`src/rtl/lzc_pkg.sv`:
```
// Shared definitions for the iterative leading-zero/leading-one counter.
//   lzc_state_e : scan FSM states
//   LZC_CLZ/CLO : values of the `mode` input
//   cnt_width() : width of a per-chunk count (never below one bit)
package lzc_pkg;

  typedef enum logic [1:0] {
    StIdle,
    StScan,
    StDone
  } lzc_state_e;

  localparam logic LZC_CLZ = 1'b0;
  localparam logic LZC_CLO = 1'b1;

  function automatic int unsigned cnt_width(int unsigned n);
    return (n > 1) ? $clog2(n) : 1;
  endfunction

endpackage

```
`src/rtl/lzc_chunk.sv`:
```
// Combinational priority encoder over one CHUNK-bit slice.
//   chunk : slice to examine, MSB first
//   zero  : all bits of the slice are clear
//   cnt   : leading zeros within the slice (meaningful only when zero = 0)
module lzc_chunk
  import lzc_pkg::*;
#(
  parameter int unsigned CHUNK = 4,
  localparam int unsigned CW = cnt_width(CHUNK)
) (
  input  logic [CHUNK-1:0] chunk,
  output logic             zero,
  output logic [CW-1:0]    cnt
);

  always_comb begin
    zero = ~|chunk;
    cnt  = '0;
    // Ascending scan: the most significant set bit is the last to write cnt.
    for (int unsigned i = 0; i < CHUNK; i++) begin
      if (chunk[i]) begin
        cnt = CW'(CHUNK - 1 - i);
      end
    end
  end

endmodule

```
`src/rtl/lzc_iter.sv`:
```
// Iterative leading-zero / leading-one counter with start/done handshake.
// Scans CHUNK bits per cycle from the MSB and stops at the first non-empty chunk.
//   clk, rst : clock, asynchronous active-high reset
//   start    : request, sampled while not busy (IDLE or DONE)
//   mode     : 0 = CLZ, 1 = CLO, sampled with start
//   a        : operand, sampled with start
//   busy     : scan in progress
//   done     : one-cycle pulse, r valid from this cycle on
//   r        : result count, held until the next accepted start
module lzc_iter
  import lzc_pkg::*;
#(
  parameter int unsigned WIDTH = 32,
  parameter int unsigned CHUNK = 4,
  localparam int unsigned RW = $clog2(WIDTH + 1),
  localparam int unsigned CW = cnt_width(CHUNK)
) (
  input  logic             clk,
  input  logic             rst,
  input  logic             start,
  input  logic             mode,
  input  logic [WIDTH-1:0] a,
  output logic             busy,
  output logic             done,
  output logic [RW-1:0]    r
);

  lzc_state_e       state_q, state_d;
  logic [WIDTH-1:0] sreg_q, sreg_d;
  logic [RW-1:0]    cnt_q, cnt_d;
  logic [RW-1:0]    r_q, r_d;

  logic             chunk_zero;
  logic [CW-1:0]    chunk_cnt;

  lzc_chunk #(
    .CHUNK (CHUNK)
  ) u_chunk (
    .chunk (sreg_q[WIDTH-1 -: CHUNK]),
    .zero  (chunk_zero),
    .cnt   (chunk_cnt)
  );

  always_comb begin
    state_d = state_q;
    sreg_d  = sreg_q;
    cnt_d   = cnt_q;
    r_d     = r_q;
    unique case (state_q)
      StIdle, StDone: begin
        if (start) begin
          // CLO is CLZ of the inverted operand, so the core only counts zeros.
          sreg_d  = (mode == LZC_CLO) ? ~a : a;
          cnt_d   = '0;
          state_d = StScan;
        end else begin
          state_d = StIdle;
        end
      end
      StScan: begin
        if (chunk_zero) begin
          cnt_d  = cnt_q + RW'(CHUNK);
          sreg_d = sreg_q << CHUNK;
          if (cnt_d == RW'(WIDTH)) begin
            r_d     = RW'(WIDTH);
            state_d = StDone;
          end
        end else begin
          r_d     = cnt_q + RW'(chunk_cnt);
          state_d = StDone;
        end
      end
      default: state_d = StIdle;
    endcase
  end

  always_ff @(posedge clk or posedge rst) begin
    if (rst) begin
      state_q <= StIdle;
      sreg_q  <= '0;
      cnt_q   <= '0;
      r_q     <= '0;
    end else begin
      state_q <= state_d;
      sreg_q  <= sreg_d;
      cnt_q   <= cnt_d;
      r_q     <= r_d;
    end
  end

  // Decoded straight from the state register: no input-to-output path.
  assign busy = (state_q == StScan);
  assign done = (state_q == StDone);
  assign r    = r_q;

endmodule

```
`config.mk`:
```
export PLATFORM = sky130hd
export DESIGN_NAME = lzc_iter
export DESIGN_NICKNAME = d
export VERILOG_FILES = /design/src/rtl/lzc_pkg.sv /design/src/rtl/lzc_chunk.sv /design/src/rtl/lzc_iter.sv
export SDC_FILE = /design/constraint.sdc
export NUM_CORES = 1
export LEC_CHECK = 0
export ABC_AREA = 1
export BUFFER_PORTS_ARGS = -buffer_cell sky130_fd_sc_hd__buf_4
export CORE_MARGIN = 2
export CORE_UTILIZATION = 38
export DETAILED_ROUTE_END_ITERATION = 6
export RECOVER_POWER = 50
export SYNTH_ARGS = -nofsm -noshare
export SYNTH_HDL_FRONTEND = slang
export SYNTH_SLANG_ARGS = --single-unit
export TNS_END_PERCENT = 1
```
`constraint.sdc`:
```
create_clock -name clk -period 3.55 [get_ports clk]
set_input_delay 0 -clock clk [delete_from_list [all_inputs] [get_ports clk]]
set_output_delay 0 -clock clk [all_outputs]
set_load 0.02 [all_outputs]
```
# After elaboration in Yosys (flattened, before gate mapping)
# Index checks and enable logic that the tools add are counted.
# totals
elab_cells	37
input_bits	36
reg_bits	46
out_inout_bits	8
# op_classes
n_mux	17
bitwise_logic	1
n_eq_ne	6
add_sub_neg	2
n_reduce_logical	7
# op_table
cell	count
$mux 32	3
$pmux 32 s2	1
$not 32->32	1
$mux 6	4
$mux 2	6
$pmux 6 s2	1
$add 6x2->6	1
$add 6x3->6 const B	1
$eq 6x6->1 const B	1
$ne 2x2->1 const B	2
$pmux 2 s2	1
$reduce_bool 2->1	2
$reduce_or 4->1	1
$ne 3x1->1 const B	1
$reduce_and 3->1	1
$eq 2x1->1 const B	1
$eq 2x2->1 const B	1
$logic_not 2->1	1
$reduce_and 2->1	1
$reduce_or 2->1	1
$mux 1	1

# Logic depth before layout (Yosys ltp)
# logic_depth
depth_word	6
ltp_mapped	8

# Cells and area by module
# A second synthesis with hierarchy kept.
# hier_totals
hier_cells	336
hier_area_um2	2586.2
# modules_own_cells
module	area_per_inst_um2	cells_per_inst	n_inst
lzc_iter	2548.7	328	1
lzc_chunk	37.5	8	1

# Worst setup path before layout
# OpenSTA, ideal clock, no wires.
# synth_path
kind	register -> register
start	reg cnt_q[2]
end	reg r_q[0], in the netlist r[0]
path_stages_with_launch	9
required_ps	3433
period_less_slack_ps	1236
slack_ps	2314
t_arrival_ps	1119
cell_sequence	dfrtp_1 ha_1 nand2_1 inv_1 nand3_1 nand2_1 nand2_2 nand2_1 nand2_1
# synth_via
elab_chain_len	4
# synth_lines
item	line_no	source
from (decl)	lzc_iter.sv:30	logic [RW-1:0] cnt_q, cnt_d;
from (signal assigned)	lzc_iter.sv:86	cnt_q <= cnt_d;
$add 6x3->6	lzc_iter.sv:62	cnt_d = cnt_q + RW'(CHUNK);
$eq 6x6->1	lzc_iter.sv:64	if (cnt_d == RW'(WIDTH)) begin
$reduce_bool 2->1 (no source line)	n/a	
$reduce_and 2->1 (no source line)	n/a	
to (signal assigned)	lzc_iter.sv:87	r_q <= r_d;
to (decl)	lzc_iter.sv:31	logic [RW-1:0] r_q, r_d;
# Every way passes these cells.
# A chain may end at the register's enable or synchronous reset.

# Worst setup path in the final report
# layout_path
start	reg state_q[1]
end	reg sreg_q[26]
# layout_via
elab_chain_len	4
elab_cells_between_ends	9
cone_classes	4 x eq/ne; 1 x mux; 4 x reduce/logical
# layout_lines
item	line_no	source
from (decl)	lzc_iter.sv:28	lzc_state_e state_q, state_d;
from (signal assigned)	lzc_iter.sv:79	state_q <= StIdle;
from (signal assigned)	lzc_iter.sv:84	state_q <= state_d;
$eq 2x2->1 or $logic_not 2->1 (tied branches)	lzc_iter.sv:49	unique case (state_q)
$reduce_or 2->1	lzc_iter.sv:49	
$ne 2x2->1 (no source line) or $reduce_bool 2->1 (tied branches)	n/a	
$reduce_and 3->1 (no source line)	n/a	
to (signal assigned)	lzc_iter.sv:85	sreg_q <= sreg_d;
to (decl)	lzc_iter.sv:29	logic [WIDTH-1:0] sreg_q, sreg_d;
# Several ways; a longest one is shown, not always the timed one.

==> flow_metrics.tcl <==
set metrics [dict create \
    status "complete, no violations" \
    slowest_delay_ns 0.57 \
    ir_drop_mv 0.1908 \
    grt_setup_unrepaired "no" \
    route.antenna.remaining_nets 0 \
    cts.path.max_buffers 2 \
    async_flop_share_pct 100.0 \
    critPathMaxFanout 62 \
    crit_path_end_kind "register" \
    dp_worst_setup_slack_ns 1.489 \
    regToRegStartpoint "state_q[1]" \
    synth-seq-area-share_pct 42.41 \
    post_synth.cell_area_avg_sq_um 7.797 \
    critPathRequiredTime_ns 3.76 \
    hp-class "input pin to register" \
    first_iter_violations 124 \
    design.final.nets 409 \
    post-synth-top-count-cell "sky130_fd_sc_hd__nand2_1" \
    synth.yosys.warnings 0 \
    globalplace.congestion 0.7436 \
    postRouteWirelength_mm 5.154 \
    vias_in_the_first_global_route 2023 \
    max_slew_margin_pct 51.74 \
    crit_path_kind "register to register" \
    whs_path_depth 3 \
    hold-path-endpoint "state_q[0]" \
    io-pin-count 44 \
    finalSetupViolations 0 \
    internal-power_uw 1169 \
    tns_ns 0 \
    wire_per_inst_um 11.45 \
    core_sq_mm 0.006719 \
    detail_route.drc_violations 0 \
    tritoncts.num_buffers 5 \
    synth_cell_types 25 \
    vias_per_cell 4.796 \
    clock_power_share_pct 14.7 \
    synth.cells.most_frequent "sky130_fd_sc_hd__nand2_1, sky130_fd_sc_hd__dfrtp_1, sky130_fd_sc_hd__inv_1" \
    rows 30 \
    finalCriticalPeriod_ns 2.046 \
    largest_net_degree_at_the_start_of_global_routing 63 \
    portBuffers 43 \
    synth.cell_area_sq_mm 0.002596 \
    initial_antenna_violation_count 0 \
    r2r_setup_slack_ns 1.50 \
    timing.reg2reg.worst_path_depth 7 \
    die_x_um 86.66 \
    n_antenna_cell 0 \
    fin_worst_skew_ns 0.007107 \
    die_y_um 86.66 \
    firstDrtPassIters 4 \
    p_comb_share_pct 45.8 \
    synth_seq_cells 44 \
    number_of_standard_cells_after_synthesis 333 \
    power.density_mw_per_mm2 671.7 \
    worst_pin_slew_ns 0.7233 \
    synth_top_area_share_pct 42.41 \
    cts_setup_buffers 0 \
    yosys_most_used_dff "sky130_fd_sc_hd__dfrtp_1" \
    flow.area_growth_from_synthesis_pct 15.52 \
    timing.hold.worst.start "start" \
    final_count_of_hold_timing_violations 0 \
    p_leak_uw 0.001535 \
    design.die.area_sq_mm 0.007509 \
    clock_tree.htree_level_count 2 \
    insertion_delay_ns 0.29 \
    tritoncts "done" \
    crit_chain "inv_1, nand2_4, inv_6, nand4_4, nand2_4, nand2_1, o21ai_2" \
    setup.worst_path.start_class "register" \
    cts_root_buffer "sky130_fd_sc_hd__clkbuf_8" \
    synth_enable_flop_cells 0 \
    power_after_layout_uw 2015 \
    wire_length_of_the_first_global_routing_pass_mm 8.956 \
    start_util_pct 38.64 \
    synthDominantAreaCellType "sky130_fd_sc_hd__dfrtp_1" \
    worstReg2RegEnd "sreg_q[26]" \
    fmaxAchievable_mhz 488.7 \
    worst-endpoint-arrival_ns 2.25 \
    final_worst_path_period_share_pct 57.64 \
    globalRouteTotalUtil_pct 14.94 \
    cts.sink_count 44 \
    fin_ws_ns 1.504 \
    synth_top_cells_by_area "sky130_fd_sc_hd__dfrtp_1, sky130_fd_sc_hd__nand2_1, sky130_fd_sc_hd__o22ai_1, sky130_fd_sc_hd__o21ai_2, sky130_fd_sc_hd__inv_1" \
    report.final.slew_viol_count 0 \
    postPlaceCellArea_sq_mm 0.002894 \
    power.share.switching_pct 41.99 \
    dp_hpwl_mm 3.508 \
    slowest_stage "sky130_fd_sc_hd__nand2_4" \
    num_vias 2158 \
    p_switching_uw 845.8 \
    sequentialPowerShare_pct 39.5 \
    clk_transition_reported_paths_ns 0.08 \
    net_count_after_synthesis 372 \
    grt-ovfl-total 0 \
    finish.instance_area_sq_mm 0.002999 \
    drv.max_cap_violation_count 0 \
    path_common_cell "sky130_fd_sc_hd__nand2_4" \
    final_layout_size_suffix_gt1_share_pct 20.00 \
]
[registers in the layout, indices dropped and copies added (netlist names)]
signal / cells
cnt_q: 4
sreg_q: 32
state_q: 2
r: 6
[routing by layer]
| layer | GRT usage [%] | part of all wire [%] |
|---|---|---|
| met5 | 0 | 0 |
| met4 | 3.835 | 1.0 |
| met3 | 3.524 | 4.4 |
| met2 | 24.48 | 47 |
| met1 | 19.90 | 48 |
[what timing repair did]
action | 4_1_cts | 5_1_grt
hold buffers | 5 | 0
setup endpoints to repair | 0 | 0
gates resized for setup | 0 | 0
endpoints found under the hold margin | 48 | 0
[how the worst max path moves through the flow]
stage | from | endpoint | cells after the start
global route | state_q[1] | sreg_q[18] | 7
detailed placement | state_q[1] | sreg_q[15] | 7
floorplan | cnt_q[2] | r[0] | 8
global placement | state_q[1] | sreg_q[26] | 7
CTS | state_q[1] | sreg_q[27] | 7
finish | state_q[1] | sreg_q[26] | 7
[kinds of logic (layout without fill, tap and decap cells)]
group	count (synthesis)	in the layout	synth area share (%)
AO/OA/AOI/OAI	63	63	16.77
XOR/XNOR	7	7	2.361
adder cells (fa/ha/maj)	3	3	1.446
buffers and inverters	58	95	10.94
flip-flops	44	44	42.41
other	1	1	0.1444
AND/OR/NAND/NOR	157	157	25.93
[stage by stage]
step | std cells | hold WS (ns) | util (%)
after floorplan | 333 | 0.2032 | -
final | 450 | 0.07663 | 44.64
after global routing | 450 | 0.09927 | 44.64
after global placement | 438 | 0.1836 | 43.07
after detailed placement | 438 | 0.1891 | 43.07
after CTS | 450 | 0.06709 | 44.97
[critical path, delay by kind of cell, from the launching register on]
| kind | cells | cell delay, ns |
|---|---|---|
| compound gates | 1 | 0.09 |
| buf+inv | 2 | 0.32 |
| flops | 1 | 0.37 |
| simple gates | 4 | 1.16 |
[placed cells by master, fill, tap and decap left out, types with 4 or more instances in the layout]
cell type,n
sky130_fd_sc_hd__nand2_1,106
sky130_fd_sc_hd__dfrtp_1,44
sky130_fd_sc_hd__inv_1,37
sky130_fd_sc_hd__buf_4,37
sky130_fd_sc_hd__o22ai_1,33
sky130_fd_sc_hd__nor2_1,30
sky130_fd_sc_hd__o21ai_2,21
sky130_fd_sc_hd__nand3_1,11
sky130_fd_sc_hd__clkbuf_1,7
sky130_fd_sc_hd__xnor2_1,5
sky130_fd_sc_hd__clkbuf_8,5
sky130_fd_sc_hd__dlygate4sd3_1,5
sky130_fd_sc_hd__o21ai_1,4
[power groups by stage]
stage,combinational [uW],clock (uW),sequential [uW]
2_1_floorplan,764,0,819
3_3_place_gp,926,0,803
4_1_cts,958,309,798
3_5_place_dp,949,0,808
6_report,924,296,795
5_1_grt,1060,330,821
[final cells by class]
type / count / area (sq um)
repair buffers: 49 / 357.8
fillers: 683 / 3720
well taps: 80 / 100.1
flip-flops and latches: 44 / 1101
clock inverters: 1 / 5.005
clock buffers: 6 / 72.57
multi-input cells: 231 / 1211
inverters: 39 / 151.4
Note: power is estimated with default switching activity, not from simulation.
